==> src/rtl/magic_packet_ctrl_if.sv <==
// FIFO-side signal bundle observed by the magic-packet controller.
// The wrapper drives all signals; the controller only listens.
interface magic_packet_ctrl_if #(
  parameter int WIDTH = 8
);
  logic             push;
  logic             pop;
  logic             full;
  logic             empty;
  logic [WIDTH-1:0] data_in;
  logic [WIDTH-1:0] data_out;

  modport master (
    output push, pop, full, empty,
    output data_in, data_out
  );

  modport slave (
    input push, pop, full, empty,
    input data_in, data_out
  );
endinterface

==> src/rtl/magic_packet_ctrl.sv <==
// Magic-packet scoreboard sequencer: tracks occupancy, captures one
// packet on arm, counts packets ahead of it and checks it on exit.
module magic_packet_ctrl #(
  parameter int DEPTH  = 8,
  parameter int WIDTH  = 8,
  parameter int CNTWID = $clog2(DEPTH) + 1
) (
  input  logic              clk,
  input  logic              rst,
  magic_packet_ctrl_if.slave fifo,
  input  logic              arm,
  output logic [1:0]        state,
  output logic              captured,
  output logic [CNTWID-1:0] cnt,
  output logic [CNTWID-1:0] next_cnt,
  output logic [WIDTH-1:0]  magic_data,
  output logic              exiting,
  output logic              mismatch,
  output logic              done
);

  localparam logic [1:0] IDLE  = 2'd0;
  localparam logic [1:0] TRACK = 2'd1;
  localparam logic [1:0] DONE  = 2'd2;

  localparam logic [CNTWID-1:0] ONE  = CNTWID'(1);
  localparam logic [CNTWID-1:0] ZERO = '0;
  localparam logic [CNTWID-1:0] CMAX = CNTWID'(DEPTH);

  logic       wr;
  logic       rd;
  logic       capture;
  logic [1:0] next_state;

  assign wr = fifo.push & ~fifo.full;
  assign rd = fifo.pop & ~fifo.empty;

  always_comb begin
    next_state = state;
    next_cnt   = cnt;
    exiting    = 1'b0;
    capture    = 1'b0;
    if (rst) begin
      next_state = IDLE;
      next_cnt   = ZERO;
    end else begin
      case (state)
        IDLE: begin
          if (arm && wr) begin
            // the captured packet itself is never counted
            capture    = 1'b1;
            next_state = TRACK;
            if (rd && cnt != ZERO)
              next_cnt = cnt - ONE;
          end else if (wr && !rd) begin
            if (cnt != CMAX)
              next_cnt = cnt + ONE;
          end else if (rd && !wr) begin
            if (cnt != ZERO)
              next_cnt = cnt - ONE;
          end
        end
        TRACK: begin
          if (rd) begin
            if (cnt == ZERO) begin
              exiting    = 1'b1;
              next_state = DONE;
            end else begin
              next_cnt = cnt - ONE;
            end
          end
        end
        DONE: begin
          next_state = DONE;
        end
        default: begin
          next_state = IDLE;
          next_cnt   = ZERO;
        end
      endcase
    end
  end

  always_ff @(posedge clk) begin
    state <= next_state;
    cnt   <= next_cnt;
    if (rst) begin
      magic_data <= '0;
      mismatch   <= 1'b0;
    end else begin
      if (capture)
        magic_data <= fifo.data_in;
      if (exiting && fifo.data_out != magic_data)
        mismatch <= 1'b1;
    end
  end

  assign captured = (state != IDLE);
  assign done     = (state == DONE);

endmodule

==> src/flat_wrapper.sv <==
// flat-port wrapper written by rule: the top's interface ports become plain ports
module magic_packet_ctrl_flat 
#(
  parameter int DEPTH  = 8,
  parameter int WIDTH  = 8,
  parameter int CNTWID = $clog2(DEPTH) + 1
)
  (clk, rst, arm, state, captured, cnt, next_cnt, magic_data, exiting, mismatch, done, fifo_push, fifo_pop, fifo_full, fifo_empty, fifo_data_in, fifo_data_out);
  magic_packet_ctrl_if #(.WIDTH(WIDTH)) fifo_i ();
  input  logic clk;
  input  logic rst;
  input  logic arm;
  output logic [1:0] state;
  output logic captured;
  output logic [CNTWID-1:0] cnt;
  output logic [CNTWID-1:0] next_cnt;
  output logic [WIDTH-1:0] magic_data;
  output logic exiting;
  output logic mismatch;
  output logic done;
  input wire logic [$bits(fifo_i.push)-1:0] fifo_push;
  input wire logic [$bits(fifo_i.pop)-1:0] fifo_pop;
  input wire logic [$bits(fifo_i.full)-1:0] fifo_full;
  input wire logic [$bits(fifo_i.empty)-1:0] fifo_empty;
  input wire logic [$bits(fifo_i.data_in)-1:0] fifo_data_in;
  input wire logic [$bits(fifo_i.data_out)-1:0] fifo_data_out;
  assign fifo_i.push = fifo_push;
  assign fifo_i.pop = fifo_pop;
  assign fifo_i.full = fifo_full;
  assign fifo_i.empty = fifo_empty;
  assign fifo_i.data_in = fifo_data_in;
  assign fifo_i.data_out = fifo_data_out;
  magic_packet_ctrl #(.DEPTH(DEPTH), .WIDTH(WIDTH), .CNTWID(CNTWID)) u_core (.clk(clk), .rst(rst), .fifo(fifo_i), .arm(arm), .state(state), .captured(captured), .cnt(cnt), .next_cnt(next_cnt), .magic_data(magic_data), .exiting(exiting), .mismatch(mismatch), .done(done));
endmodule
==> config.mk <==
export PLATFORM = sky130hd
export DESIGN_NAME = magic_packet_ctrl_flat
export DESIGN_NICKNAME = d
export VERILOG_FILES = /design/src/rtl/magic_packet_ctrl_if.sv /design/src/rtl/magic_packet_ctrl.sv /design/src/flat_wrapper.sv
export SDC_FILE = /design/constraint.sdc
export NUM_CORES = 1
export LEC_CHECK = 0
export ABC_AREA = 1
export CORE_MARGIN = 5
export CORE_UTILIZATION = 46
export DETAILED_ROUTE_END_ITERATION = 8
export PLACE_DENSITY = 0.85
export SKIP_LAST_GASP = 1
export SLEW_MARGIN = 20
export SYNTH_ARGS = -nofsm -noshare
export SYNTH_HDL_FRONTEND = slang
export SYNTH_SLANG_ARGS = --single-unit
==> constraint.sdc <==
create_clock -name clk -period 3.2 [get_ports clk]
set_input_delay 0.64 -clock clk [delete_from_list [all_inputs] [get_ports clk]]
set_output_delay 0.64 -clock clk [all_outputs]
set_load 0.01 [all_outputs]
==> results.json <==
{
  "status": "finished clean",
  "grt_use_total": 0.1807,
  "grt_pass1_vias": 1156,
  "min-delay-start": "u_core.mismatch$_SDFFE_PP0P_",
  "yosysMostFrequentCell": "nand2_1",
  "gp_congestion": 0.9624,
  "cp-end-kind": "output port",
  "clock-skew-final_ns": 0.003789,
  "start_util": 0.4883,
  "grt_first_pass_wirelength_um": 4968,
  "antennaDiodeCount": 0,
  "seqPwrFrac": 0.349,
  "synth_cell_types": 27,
  "hpwl_um": 2488,
  "cp-start-kind": "primary input",
  "num_vias": 1197,
  "grt_setup_unrepaired": "no",
  "synth-edff-count": 0,
  "htree_levels": 1,
  "path_class": "in2out",
  "grt_max_degree": 11,
  "ant_nets": 0,
  "dpl_cell_area_um2": 1588,
  "leakagePower_nw": 0.7806,
  "cap_violations": 0,
  "holdPathStages": 2,
  "worst_pin_slew_ns": 0.3549,
  "syn_to_final_growth_pct": 48.86,
  "fin_crit_ns": 3.116,
  "io_buffers": 44,
  "hold_path.class": "reg2reg",
  "fp.coreArea_um2": 2255,
  "die_x_um": 58.93,
  "drt_iter0_drc": 29,
  "route.detailed.drc": 0,
  "final_area_um2": 1639,
  "p_comb_frac": 0.483,
  "ys_seq_area_frac": 0.2727,
  "reg2reg_depth": 9,
  "fin_setup_tns_ns": 0,
  "design.die.area_um2": 3472,
  "ys_seq_elements": 15,
  "r2r_slack_ns": 1.57,
  "clk_path_buf_depth": 2,
  "path_max_fanout": 7,
  "drt-vias-per-instance": 4.988,
  "max_freq_mhz": 320.9,
  "cts.clk_slew.worst_paths_ns": 0.10,
  "synth_top_area_frac": 0.2727,
  "vdd_drop_max_mv": 0.2439,
  "p_sw_frac": 0.4026,
  "hold_viol_final": 0,
  "drt-wirelength-per-cell_um": 12.91,
  "setup_viol": 0,
  "slew_headroom": 0.7631,
  "async_flop_share": 0,
  "synthesis.area_um2": 1101,
  "clkSinkCount": 15,
  "synth_commonest_cells": "nand2_1, inv_1, a21oi_1, dfxtp_1, nand3_1",
  "drive_gt1_frac": 0.1179,
  "synth.area.top_cells": "dfxtp_1, nand2_1, xor2_1, a21oi_1, ha_1",
  "nNetsFinal": 242,
  "first_pass_iters": 4,
  "p_sw_uw": 267.0,
  "yosys.area.top_type": "dfxtp_1",
  "p_int_uw": 396.1,
  "r2r_start": "u_core.cnt[1]$_DFF_P_",
  "syn-num-nets": 190,
  "cp.required_ns": 2.56,
  "synthCells": 161,
  "cp.arrival_ns": 2.48,
  "cts-root-buf": "clkbuf_4",
  "timing.rr.end": "u_core.cnt[2]$_DFF_P_",
  "routed_wl_um": 3099,
  "finalMaxSlewViolations": 0,
  "cellPowerDensity_nw_per_um2": 404.6,
  "p_clk_frac": 0.167,
  "yosys_most_used_dff": "dfxtp_1",
  "yosysWarnings": 0,
  "clkLatencyLatePin_ns": 0.28,
  "cts_buffers": 3,
  "io_pins": 45,
  "cts_tree": "built",
  "avgSynthCellArea_um2": 6.839,
  "rows": 17,
  "die_y_um": 58.93,
  "min_to": "u_core.mismatch$_SDFFE_PP0P_",
  "period_share": 0.9738,
  "overflow": 0,
  "grt_antenna_before_repair": 0
}
[power by group through the flow]
stage          clock network (mW)  registers, mW  logic (mW)
2_1_floorplan                   0          0.234       0.182
3_3_place_gp                    0          0.234       0.308
3_5_place_dp                    0          0.235       0.317
4_1_cts                     0.115          0.231       0.319
5_1_grt                     0.127          0.236       0.347
6_report                    0.111          0.232       0.320
[cells in the final DEF, fill, tap and decap left out, types with 2 or more instances in the layout]
cell type	Yosys	final
nand2_1	51	51
clkdlybuf4s50_1	0	41
inv_1	16	16
a21oi_1	15	15
dfxtp_1	15	14
nand3_1	12	12
nor2_1	9	9
xor2_1	9	9
ha_1	6	6
o21ai_0	5	5
buf_4	1	5
nand2_2	3	3
clkbuf_4	0	3
dlymetal6s2s_1	0	3
nor2_8	2	2
nand3_2	2	2
nor2_4	2	2
[registers in the layout (all words and copies together), names as in the netlist]
register,cells
u_core.mismatch,1
u_core.magic_data,8
u_core.state,2
u_core.cnt,4
[worst max-delay path, stage by stage]
cell,delay [ns]
clkdlybuf4s50_1,0.45
inv_1,0.09
nor2_8,0.19
nand2_4,0.08
nor2_4,0.13
nand2_1,0.06
nand2_1,0.06
nand2_1,0.04
a21oi_1,0.16
clkdlybuf4s50_1,0.57
[per-layer routing]
layer	up-vias	GRT usage	share of wire
li1	617	-	-
met1	529	0.2058	0.40
met2	49	0.3344	0.52
met3	2	0.04167	0.076
met4	0	0.04531	0.0055
met5	-	0	0
[cells by family after synthesis]
group / after synthesis / share of synthesized area
xor gates and xnor gates: 10 / 0.07955
DFF: 15 / 0.2727
adders and majority gates: 6 / 0.06818
buffers and inverters: 19 / 0.06818
AOI/OAI and AO/OA: 24 / 0.1170
and+or+nand+nor: 87 / 0.3943
[how the worst max path moves through the flow]
stage,start,end,slack (ns),depth (start not counted)
finish,fifo_pop,next_cnt[1],0.08,10
global route,fifo_pop,next_cnt[1],0.008,10
CTS,fifo_empty,next_cnt[2],0.002,9
detailed placement,fifo_empty,next_cnt[2],0.005,9
global placement,fifo_empty,next_cnt[3],0.07,9
floorplan,u_core.cnt[0]$_DFF_P_,next_cnt[2],1.06,9
[stage by stage]
stage / instances / hold WS, ns / power (mW) / util / worst slack, ns
global placement: 234 / 0.4394 / 0.5414 / 0.7042 / 0.06812
CTS: 238 / 0.4744 / 0.6642 / 0.7164 / 0.002464
finish: 240 / 0.4691 / 0.6631 / 0.7270 / 0.08398
floorplan: 161 / 0.4753 / 0.4162 / - / 1.065
detailed placement: 234 / 0.4561 / 0.5523 / 0.7042 / 0.005072
global route: 240 / 0.5103 / 0.7100 / 0.7270 / 0.007655
[timing repair]
item | 4_1_cts | 5_1_grt
hold buffers | 0 | 0
gates resized for setup | 0 | 4
endpoints found under the setup margin | 0 | 4
buffers inserted | 0 | 2
[final cells by class]
type / count / area [µm²]
Fill cell: 196 / 615.6
Tap cell: 28 / 35.03
Timing Repair Buffer: 49 / 485.5
Clock buffer: 3 / 22.52
Multi-Input combinational cell: 127 / 725.7
Inverter: 17 / 63.81
Sequential cell: 15 / 301.5
Clock inverter: 1 / 5.005
Note: power is estimated with default switching activity, not from simulation.
